`src/rtl/uart_word_tx.sv`:
```
// uart_word_tx: pops 32-bit words from a FIFO and sends each as four UART frames on tx.
// Optional even-parity bit per frame when UART_TX_PARITY_EN is defined (8E1 instead of 8N1).
module uart_word_tx #(
    parameter int CLKS_PER_BIT   = 868,
    parameter int MSB_BYTE_FIRST = 0,
    parameter int CNT_W          = 16
) (
    input  logic             clk,
    input  logic             reset,
    input  logic             tx_enable,
    input  logic             fifo_empty,
    output logic             fifo_rd_en,
    input  logic [31:0]      fifo_rd_data,
    output logic             tx,
    output logic             busy,
    output logic [CNT_W-1:0] words_sent
);

`ifdef UART_TX_PARITY_EN
    typedef enum logic [2:0] {
        IDLE = 3'd0, FETCH = 3'd1, LATCH = 3'd2, START = 3'd3,
        DATA = 3'd4, PARITY = 3'd5, STOP = 3'd6
    } state_t;
`else
    typedef enum logic [2:0] {
        IDLE = 3'd0, FETCH = 3'd1, LATCH = 3'd2, START = 3'd3,
        DATA = 3'd4, STOP = 3'd6
    } state_t;
`endif

    localparam logic [15:0] BAUD_LAST = 16'(CLKS_PER_BIT - 1);

    function automatic logic even_parity(input logic [7:0] b);
        return ^b;
    endfunction

    state_t            state_r, state_s;
    logic [15:0]       baud_r, baud_s;
    logic [2:0]        bit_r, bit_s;
    logic [1:0]        byte_r, byte_s;
    logic [31:0]       word_r, word_s;
    logic [CNT_W-1:0]  words_r, words_s;
    logic              tx_r, tx_s;
    logic              rd_en_r, rd_en_s;
    logic              busy_r, busy_s;
    logic              bit_end_s;
    logic [1:0]        sel_s;
    logic [7:0]        cur_byte_s;

    // Next-state sequencing of fetch, frame bits and byte index
    always_comb begin
        state_s   = state_r;
        bit_s     = bit_r;
        byte_s    = byte_r;
        word_s    = word_r;
        words_s   = words_r;
        bit_end_s = (baud_r == BAUD_LAST);
        case (state_r)
            IDLE: begin
                if (tx_enable && !fifo_empty) begin
                    state_s = FETCH;
                end else begin
                    state_s = IDLE;
                end
            end
            FETCH: state_s = LATCH;
            LATCH: begin
                word_s  = fifo_rd_data;
                byte_s  = 2'd0;
                state_s = START;
            end
            START: begin
                if (bit_end_s) begin
                    state_s = DATA;
                    bit_s   = 3'd0;
                end else begin
                    state_s = START;
                end
            end
            DATA: begin
                if (bit_end_s && (bit_r == 3'd7)) begin
`ifdef UART_TX_PARITY_EN
                    state_s = PARITY;
`else
                    state_s = STOP;
`endif
                end else if (bit_end_s) begin
                    bit_s = bit_r + 3'd1;
                end else begin
                    state_s = DATA;
                end
            end
`ifdef UART_TX_PARITY_EN
            PARITY: begin
                if (bit_end_s) begin
                    state_s = STOP;
                end else begin
                    state_s = PARITY;
                end
            end
`endif
            STOP: begin
                if (bit_end_s && (byte_r != 2'd3)) begin
                    byte_s  = byte_r + 2'd1;
                    state_s = START;
                end else if (bit_end_s) begin
                    words_s = words_r + {{(CNT_W-1){1'b0}}, 1'b1};
                    if (tx_enable && !fifo_empty) begin
                        state_s = FETCH;
                    end else begin
                        state_s = IDLE;
                    end
                end else begin
                    state_s = STOP;
                end
            end
            default: state_s = IDLE;
        endcase
    end

    // Baud counter restarts on every state entry and at every bit boundary
    always_comb begin
        if ((state_s != state_r) || bit_end_s) begin
            baud_s = 16'd0;
        end else begin
            baud_s = baud_r + 16'd1;
        end
    end

    // Output values for the coming cycle, derived from the next state so outputs can be registered
    always_comb begin
        sel_s      = (MSB_BYTE_FIRST != 0) ? (2'd3 - byte_s) : byte_s;
        cur_byte_s = word_s[{sel_s, 3'b000} +: 8];
        rd_en_s    = (state_s == FETCH);
        busy_s     = (state_s != IDLE);
        case (state_s)
            START:  tx_s = 1'b0;
            DATA:   tx_s = cur_byte_s[bit_s];
`ifdef UART_TX_PARITY_EN
            PARITY: tx_s = even_parity(cur_byte_s);
`endif
            default: tx_s = 1'b1;
        endcase
    end

    // State and output registers; reset drops the current word and idles the line
    always_ff @(posedge clk or negedge reset) begin
        if (!reset) begin
            state_r <= IDLE;
            baud_r  <= 16'd0;
            bit_r   <= 3'd0;
            byte_r  <= 2'd0;
            word_r  <= 32'd0;
            words_r <= {CNT_W{1'b0}};
            tx_r    <= 1'b1;
            rd_en_r <= 1'b0;
            busy_r  <= 1'b0;
        end else begin
            state_r <= state_s;
            baud_r  <= baud_s;
            bit_r   <= bit_s;
            byte_r  <= byte_s;
            word_r  <= word_s;
            words_r <= words_s;
            tx_r    <= tx_s;
            rd_en_r <= rd_en_s;
            busy_r  <= busy_s;
        end
    end

    assign tx         = tx_r;
    assign fifo_rd_en = rd_en_r;
    assign busy       = busy_r;
    assign words_sent = words_r;

endmodule
```
`config.mk`:
```
export PLATFORM = sky130hd
export DESIGN_NAME = uart_word_tx
export DESIGN_NICKNAME = d
export VERILOG_FILES = /design/src/rtl/uart_word_tx.sv
export SDC_FILE = /design/constraint.sdc
export NUM_CORES = 1
export LEC_CHECK = 0
export ABC_CLOCK_PERIOD_IN_PS = 5400
export BUFFER_PORTS_ARGS = -buffer_cell sky130_fd_sc_hd__buf_2
export CORE_AREA = 4 4 99 82
export CTS_CLUSTER_SIZE = 12
export DETAILED_ROUTE_END_ITERATION = 12
export DIE_AREA = 0 0 103 86
export GPL_ROUTABILITY_DRIVEN = 0
export GPL_TIMING_DRIVEN = 0
export PLACE_DENSITY = 0.85
export SETUP_SLACK_MARGIN = 0.2
export SLEW_MARGIN = 25
export SYNTH_ARGS = -nofsm -noshare
export SYNTH_HDL_FRONTEND = slang
export SYNTH_SLANG_ARGS = --single-unit
```
`constraint.sdc`:
```
create_clock -name clk -period 5.4 [get_ports clk]
set_input_delay 0.81 -clock clk [delete_from_list [all_inputs] [get_ports clk]]
set_output_delay 0.81 -clock clk [all_outputs]
set_load 0.05 [all_outputs]
```
==> metrics.cfg, run 1 <==
[critical_path]
reg2reg_depth=12
critPathMaxStageDelay_ns=0.59
crit_type=register to register
arrival_ns=4.47
worstPathRequired_ns=5.68
r2r-end=tx
critical_path.most_common_cell=ha_1
rrSetupSlack_ns=1.21
r2r_start=baud_r[0]
startpoint=baud_r[0]
crit_end=tx
critPathMaxFanout=10
worst_path_max_delay_cell=nor4_2
cp-end-kind=register
cp_cell_sequence=ha_1 -> or4b_1 -> nor4_2 -> inv_1 -> ha_1 -> nor3_1 -> a311o_1 -> clkbuf_1 -> nor4b_1 -> a311oi_1 -> a31oi_1 -> a221o_1
start_kind=register

[global_routing]
grt_usage_pct=22.4
grt_pass1_vias=3336
grt_pass1_wl_mm=15.6
grt_max_degree=43
grt_overflow=0
antenna_found_initial=0

[floorplan]
ios=55
dieHeight_um=86
core-area_um2=7220
die_w_um=103
start_util_pct=54.9
floorplan.rows=28
die_area_um2=8860

[yosys]
syn_nets=485
synth.area.top_cells=dfrtp_1, nand2_1, nor2_1
ys.flop_type=dfrtp_1
synth-seq-cells=75
synth_warnings=0
ys_seq_area_share_pct=47.4
ys_types=60
synthesis.instances=443
synth.top_cell.area_share_pct=46.7
yosysMostFrequentCell=nand2_1
yosysTopAreaCell=dfrtp_1
synth_area_per_cell_um2=8.95
syn_area_um2=3960
async_flop_share_pct=100
netlist_top_cells_count=nand2_1, dfrtp_1, nor2_1, xnor2_1, clkbuf_1
synth-edff-count=0

[run]
cap_violations=0

[detailed_routing]
final_antenna_net_count=0
finalWirelength_mm=9.36
drc=0
dr.pass1.iters=6
first_iter_violations=287
vias_per_cell=5.68
wl_per_cell_um=15.5
dr_total_vias=3431

[clock_tree]
h-tree-depth=3
cts.clk_slew.worst_paths_ns=0.08
tritoncts=yes
cts_resized=0
clock_path_buffers=2
holdBufCountCts=0
cts-root-buf=clkbuf_8
cts_inserted_buffers=9
clkLatencyLatePin_ns=0.36
cts_setup_buffers=0
cts.sinks=75

[timing]
maxSlewHeadroom_pct=43.2
skew_ns=0.00894
setup_viol=0
maxSlewViolCount=0
fmax_ghz=0.238
finalCriticalPeriod_ns=4.19
period_share_pct=77.7
hold_viol=0
setup-tns-final_ns=0
grt_setup_unrepaired=no
tightest_slew_ns=0.847

[placed_design]
place_inst=588
port_buffers=54
hpwl_mm=6.82

[hold_path]
hold_class=input pin to asynchronous set/reset pin

[cells_and_area]
drive_above_1_share_pct=16.5
syn2layout_area_growth_pct=16.5
fin_cells=604
nNetsFinal=551
antennaDiodeCount=0
nFillCells=588

[power]
ir_drop_mv=0.169
power_leakage_nw=2.21
p_per_area_nw_per_um2=249

[outcome]
outcome=finished, final reports clean

[critical path, delay by kind of cell, from the launching register on]
kind            cells  cell delay, ns
compound gates      4            1.04
buf+inv             2            0.65
flops               1            0.40
fa+ha+maj           2            0.59
simple gates        4            1.43
[logic make-up after synthesis]
| logic type | count (synthesis) | share of synthesized area [%] |
|---|---|---|
| compound gates | 59 | 10.7 |
| xor+xnor | 29 | 6.41 |
| fa+ha+maj | 6 | 1.89 |
| buf+inv | 25 | 2.43 |
| flops | 75 | 47.4 |
| mux | 10 | 2.59 |
| simple gates | 239 | 28.6 |
[stage by stage]
step / hold WS [ns] / util [%] / total power [mW] / cell area, um^2 / worst slack (ns)
6_report: 0.389 / 64.0 / 1.15 / 4620 / 1.21
5_1_grt: 0.418 / 64.0 / 1.19 / 4620 / 0.947
4_1_cts: 0.402 / 63.9 / 1.16 / 4610 / 0.962
3_5_place_dp: 0.459 / 60.5 / 0.637 / 4370 / 1.02
3_3_place_gp: 0.451 / 60.2 / 0.633 / 4350 / 1.18
2_1_floorplan: 0.434 / - / 0.604 / 3960 / 1.66
[layout make-up]
cell class	count	area, um^2	share of cell area [%]
buffer	18	67.6	1.46
clock inverter	5	100	2.17
clock buffer	11	141	3.06
sequential	75	1880	40.7
timing repair buffer	55	293	6.34
tap	90	113	2.44
multi-input combinational	343	2000	43.2
inverter	7	28.8	0.623
[metal layers]
metal | share of wire [%] | up-vias | global-route usage, %
li1 | - | 1661 | -
met2 | 45 | 109 | 35.1
met5 | 0 | - | 0
met1 | 46 | 1639 | 30.2
met3 | 6.9 | 22 | 6.91
met4 | 1.7 | 0 | 5.76
[cells in the final DEF (no fill, tap or decap), types with 4 or more instances in the layout]
cell      synthesis  layout
a21oi_1          10      10
and2_1            4       4
and3_1            8       8
buf_2             0      53
clkbuf_1         15      16
clkbuf_8          0      10
dfrtp_1          74      74
ha_1              6       6
inv_1             6       6
mux2i_1           8       8
nand2_1         127     127
nand2b_1          4       4
nand3_1          12      12
nand4_1           5       5
nor2_1           39      39
nor3_1            6       6
nor3b_1           5       5
nor4_1            5       4
o21ai_0           6       6
o22ai_1           8       8
xnor2_1          16      16
xor2_1           13      13
[sequential cells by signal (all words and copies together), names as in the netlist]
name and cells:
word_r 32, baud_r 16, words_sent 16, bit_r 3, state_r 3, byte_r 2, busy 1, fifo_rd_en 1
tx 1
[worst min path at each step]
stage / startpoint / to / cells past startpoint
finish: reset / words_sent[14] / 1
global route: reset / words_sent[14] / 1
CTS: reset / words_sent[14] / 1
detailed placement: word_r[21] / word_r[21] / 2
global placement: word_r[30] / word_r[30] / 2
floorplan: word_r[10] / word_r[10] / 2
[power breakdown]
group | total, mW | switching (mW) | internal [mW]
Combinational | 0.0459 | 0.0271 | 0.0188
Clock | 0.524 | 0.206 | 0.318
Sequential | 0.580 | 0.00620 | 0.573
No activity file was read; power rests on OpenSTA's default activity.
==> inputs of run 2 (changes only) <==
- ABC_CLOCK_PERIOD_IN_PS: 5400 -> 3900
- clock period: 5.4 -> 3.9 ns (I/O delays scaled with it)
==> run 2 against run 1 <==
Non-clock buffer count rose by 1. Cell count up 0.17%. Sequential cell count stayed put. First-iteration DRC count decreased by 28%. Fmax increased by 19%. Clock skew is 0.0035 ns lower. Critical path type unchanged.
==> metrics.cfg, run 2 (synthesized netlist as in run 1, its figures left out) <==
[critical_path]
crit_type=register to register
critPathMaxStageDelay_ns=0.48  ; -0.11 ns
worstPathRequired_ns=4.20  ; -1.48 ns
path_buf_inv=1  ; -1
path_delay_family=simple AND/OR/NAND/NOR gates
critPathMaxFanout=10  ; unchanged
cp-end-kind=register
start_kind=register
worst_path_max_delay_cell=or4_4
cp_cell_sequence=ha_1 -> or4_4 -> nor4_4 -> mux2i_2 -> nor2_4 -> inv_4 -> nor2_1 -> a31o_2 -> or4_1 -> a221o_1
arrival_ns=3.82  ; -0.65 ns

[cells_and_area]
antennaDiodeCount=0  ; unchanged
drive_above_1_share_pct=18.1  ; +1.5 points
final_cell_mix=nand2_1, dfrtp_1, buf_2
top_register=word_r
utilization_pct=64.5  ; +0.52 points
syn2layout_area_growth_pct=17.4
nNetsFinal=552  ; +0.18%
largest_reg_flops=32  ; unchanged
final_common_cell=nand2_1

[global_routing]
grt_max_degree=42  ; -2.3%
grt_pass1_wl_mm=15.2  ; -2.7%
grt_overflow=0  ; unchanged
antenna_found_initial=0  ; unchanged
grt_pass1_vias=3264  ; -2.2%
grt_usage_pct=21.9  ; -0.48 points

[floorplan]
ios=55  ; unchanged
start_util_pct=54.9  ; unchanged
dieHeight_um=86  ; unchanged
die_area_um2=8860  ; unchanged
core-area_um2=7220  ; unchanged
die_w_um=103  ; unchanged
floorplan.rows=28  ; unchanged

[clock_tree]
cts.clk_slew.worst_paths_ns=0.08  ; about the same
tritoncts=yes
clock_path_buffers=2  ; unchanged
cts_inserted_buffers=9  ; unchanged
clkLatencyLatePin_ns=0.36  ; about the same
cts-root-buf=clkbuf_8
holdBufCountCts=0  ; unchanged
h-tree-depth=3  ; unchanged
cts.sinks=75  ; unchanged

[placed_design]
hpwl_mm=6.67  ; -2.2%
port_buffers=54  ; unchanged

[hold_path]
hold_class=input pin to asynchronous set/reset pin

[detailed_routing]
wl_per_cell_um=15.1  ; -2.4%
drc=0  ; unchanged
final_antenna_net_count=0  ; unchanged
finalWirelength_mm=9.15  ; -2.3%
first_iter_violations=208  ; -28%
dr_total_vias=3467  ; +1.0%
vias_per_cell=5.73  ; +0.88%
dr.pass1.iters=5  ; -1

[power]
power_frac_seq_pct=49.7  ; -0.7 points
power_leakage_nw=2.23  ; +0.77%
switching_share_pct=22.5  ; +1.7 points
p_per_area_nw_per_um2=347  ; +39%
p_comb_share_pct=3.9  ; about the same
intPower_mw=1.25  ; +37%
ir_drop_mv=0.228  ; +35%
clockPowerShare_pct=46.4  ; +0.8 points
net-switching-power_mw=0.363  ; +52%

[timing]
grt_setup_unrepaired=no
tightest_slew_ns=0.842  ; -0.00450 ns
period_share_pct=90.4  ; +13 points
maxSlewHeadroom_pct=43.3  ; +0.12 points
skew_ns=0.00540  ; -0.00354 ns
fmax_ghz=0.284  ; +19%
setup-tns-final_ns=0  ; unchanged
maxSlewViolCount=0  ; unchanged
setup_viol=0  ; unchanged
finalCriticalPeriod_ns=3.53  ; -0.669 ns
hold_viol=0  ; unchanged

[outcome]
outcome=finished, final reports clean

[run]
cap_violations=0  ; unchanged

run 2: metrics by stage:
| stage | setup WS [ns] | instances | total power [mW] | hold WS [ns] | area, um^2 |
|---|---|---|---|---|---|
| detailed placement | -0.139 | 588 | 0.881 | 0.458 | 4380 |
| global placement | -0.0601 | 587 | 0.876 | 0.447 | 4350 |
| finish | 0.375 | 605 | 1.61 | 0.170 | 4650 |
| floorplan | 0.374 | 443 | 0.836 | 0.289 | 3970 |
| global route | 0.227 | 605 | 1.68 | 0.187 | 4650 |
| CTS | 0.321 | 605 | 1.63 | 0.172 | 4640 |
run 2: cell type report:
| cell class | instances | area (um^2) |
|---|---|---|
| plain buffers | 18 | 70.1 |
| clock buffers | 9 | 124 |
| clock inverters | 7 | 124 |
| fillers | 574 | 2560 |
| inverters | 7 | 28.8 |
| multi-input cells | 343 | 2020 |
| flip-flops and latches | 75 | 1880 |
| well taps | 90 | 113 |
| repair buffers | 56 | 300 |
run 2: what timing repair did:
item | CTS | global route
buffers inserted | 1 | 0
gates resized for setup | 2 | 6
pin swaps | 1 | 1
endpoints found under the setup margin | 1 | 1
run 2: final timing paths:
path                       cells after the start  slack, ns             from        endpoint
max                                           10       0.37        byte_r[0]              tx
min                                            1       0.17            reset      fifo_rd_en
max reg2reg                                   10       0.37        byte_r[0]              tx
min reg2reg                                    1       0.47   words_sent[15]  words_sent[15]
max in group asynchronous                      2       3.11            reset              tx
min in group clk                               3       0.41  fifo_rd_data[8]       word_r[8]
run 2: power by group through the flow:
stage	Sequential (mW)	Clock [mW]	Combinational, mW
final	0.802	0.748	0.0635
after global routing	0.804	0.803	0.0725
after CTS	0.802	0.761	0.0644
after detailed placement	0.817	0	0.0637
after global placement	0.816	0	0.0592
after floorplan	0.815	0	0.0216
run 2: layer usage:
layer  vias up  wire length, um  share of wire [%]  global-route usage, %
met3        15              613                6.7                   7.48
met4         0              153                1.7                   5.88
met5         -                0                  0                      0
met1      1681             4210                 46                   29.6
li1       1667                -                  -                      -
met2       104             4170                 46                   33.6
==> inputs of run 3 (changes only) <==
- CORE_AREA: 4 4 99 82 -> 2 2 72 108
- DIE_AREA: 0 0 103 86 -> 0 0 74 110
- PLACE_DENSITY: 0.85 -> 0.84
- SETUP_SLACK_MARGIN: 0.2 -> unset
==> run 3 against run 2 <==
Final area down 0.11%. Global-route usage grew 2.7 points. Wire length is 0.49% lower. Non-clock buffer count increased by 3. Setup slack lost 0.20 ns. Largest cell class unchanged. Clock skew increased by 0.0029 ns. Critical path depth up 3. Count of clock-buffer cells in the layout is 5 higher. Critical endpoint unchanged. Die area fell by 8.1%. Hold slack improved by 0.00098 ns. Largest power group unchanged. Via count grew 0.46%.
==> metrics.cfg, run 3 (synthesized netlist as in run 1, its figures left out) <==
[critical_path]
crit_type=register to register
start_kind=register
cp-end-kind=register
critPathMaxFanout=10  ; unchanged
worstPathRequired_ns=4.19  ; about the same
arrival_ns=4.01  ; +0.19 ns

[placed_design]
place_area_um2=4400  ; +0.46%
port_buffers=54  ; unchanged
place_ws_ns=-0.241  ; -0.101 ns
place_inst=598  ; +1.7%
hpwl_mm=6.70  ; +0.49%

[global_routing]
grt_pass1_vias=3471  ; +6.3%
grt_usage_pct=24.6  ; +2.7 points
grt_max_degree=46  ; +9.5%
grt_pass1_wl_mm=15.3  ; +0.41%
grt_overflow=0  ; unchanged
antenna_found_initial=0  ; unchanged

[clock_tree]
cts_inserted_buffers=9  ; unchanged
cts.clk_slew.worst_paths_ns=0.07  ; about the same
cts.sinks=75  ; unchanged
clock_path_buffers=2  ; unchanged
tritoncts=yes
holdBufCountCts=0  ; unchanged
cts-root-buf=clkbuf_8
clkLatencyLatePin_ns=0.35  ; about the same
h-tree-depth=3  ; unchanged

[floorplan]
ios=55  ; unchanged
die_w_um=74  ; -28%
start_util_pct=55.2  ; +0.29 points
dieHeight_um=110  ; +28%
die_area_um2=8140  ; -8.1%
floorplan.rows=38  ; +36%
core-area_um2=7180  ; -0.52%

[power]
p_per_area_nw_per_um2=320  ; -7.8%
ir_drop_mv=0.230  ; +0.76%
power_leakage_nw=2.22  ; -0.18%

[cells_and_area]
drive_above_1_share_pct=17.4  ; -0.68 points
utilization_pct=64.8  ; +0.27 points
final_common_cell=nand2_1
nNetsFinal=555  ; +0.54%
fin_cells=618  ; +2.1%
antennaDiodeCount=0  ; unchanged
top_register=word_r
final_cell_mix=nand2_1, dfrtp_1, buf_2
syn2layout_area_growth_pct=17.3
stdcell_area_um2=4650  ; -0.11%
largest_reg_flops=32  ; unchanged

[detailed_routing]
drc=0  ; unchanged
dr.pass1.iters=5  ; unchanged
first_iter_violations=248  ; +19%
dr_total_vias=3483  ; +0.46%
finalWirelength_mm=9.10  ; -0.49%
vias_per_cell=5.64  ; -1.7%
final_antenna_net_count=0  ; unchanged
wl_per_cell_um=14.7  ; -2.6%

[timing]
skew_ns=0.00826  ; +0.00286 ns
fmax_ghz=0.268  ; -5.3%
setup_viol=0  ; unchanged
maxSlewHeadroom_pct=36.6  ; -6.8 points
finalCriticalPeriod_ns=3.72  ; +0.199 ns
maxSlewViolCount=0  ; unchanged
period_share_pct=95.5  ; +5.1 points
setup-tns-final_ns=0  ; unchanged
hold_viol=0  ; unchanged
fin_ws_ns=0.175  ; -0.199 ns
tightest_slew_ns=0.943  ; +0.101 ns

[run]
cap_violations=0  ; unchanged

[outcome]
outcome=finished, final reports clean

[hold_path]
hold_class=input pin to asynchronous set/reset pin

==> run 3: critical path, stage by stage (launching register included) <==
cell      delay, ns
dfrtp_1        0.40
ha_1           0.24
or4b_1         0.58
nor4_4         0.32
inv_1          0.13
ha_1           0.20
o211ai_1       0.17
a22oi_1        0.11
a311o_1        0.37
clkbuf_2       0.24
o21bai_1       0.20
a211o_1        0.28
a31oi_1        0.21
a221o_1        0.21
==> run 3: per-stage QoR <==
step | hold slack (ns) | power, mW
floorplan | 0.289 | 0.836
global placement | 0.453 | 0.876
detailed placement | 0.454 | 0.882
CTS | 0.166 | 1.50
global route | 0.191 | 1.54
finish | 0.171 | 1.49
==> run 3: path summary, 6_finish.rpt <==
| check | cells after the start | from | slack [ns] | to |
|---|---|---|---|---|
| max | 13 | baud_r[0] | 0.18 | tx |
| min | 1 | reset | 0.17 | word_r[5] |
| max reg2reg | 13 | baud_r[0] | 0.18 | tx |
| min reg2reg | 1 | words_sent[15] | 0.47 | words_sent[15] |
| max in group asynchronous | 2 | reset | 3.11 | tx |
| min in group clk | 3 | fifo_rd_data[9] | 0.42 | word_r[9] |
==> run 3: cell type report <==
cell class | count | area, um^2
multi-input cells | 343 | 2010
clock buffers | 14 | 173
flip-flops and latches | 75 | 1880
fillers | 584 | 2530
inverters | 7 | 28.8
well taps | 100 | 125
clock inverters | 2 | 35.0
plain buffers | 18 | 68.8
repair buffers | 59 | 330
==> run 3: routing by layer <==
metal,global-route usage [%],up-vias,share of wire (%)
met1,25.9,1658,38
met3,5.64,28,4.3
met4,14.7,0,4.5
li1,-,1680,-
met5,0,-,0
met2,43.6,117,53
==> run 3: power breakdown <==
group	switching (mW)	internal, mW
Combinational	0.0368	0.0268
Sequential	0.00917	0.794
Clock	0.271	0.348
==> run 3: what timing repair did <==
action                     in CTS  in global routing
hold endpoints to repair        0                  0
setup endpoints to repair       1                  1
pin swaps                       1                  1
gates cloned                    0                  0
setup buffers                   0                  4
gates resized for setup         1                  3
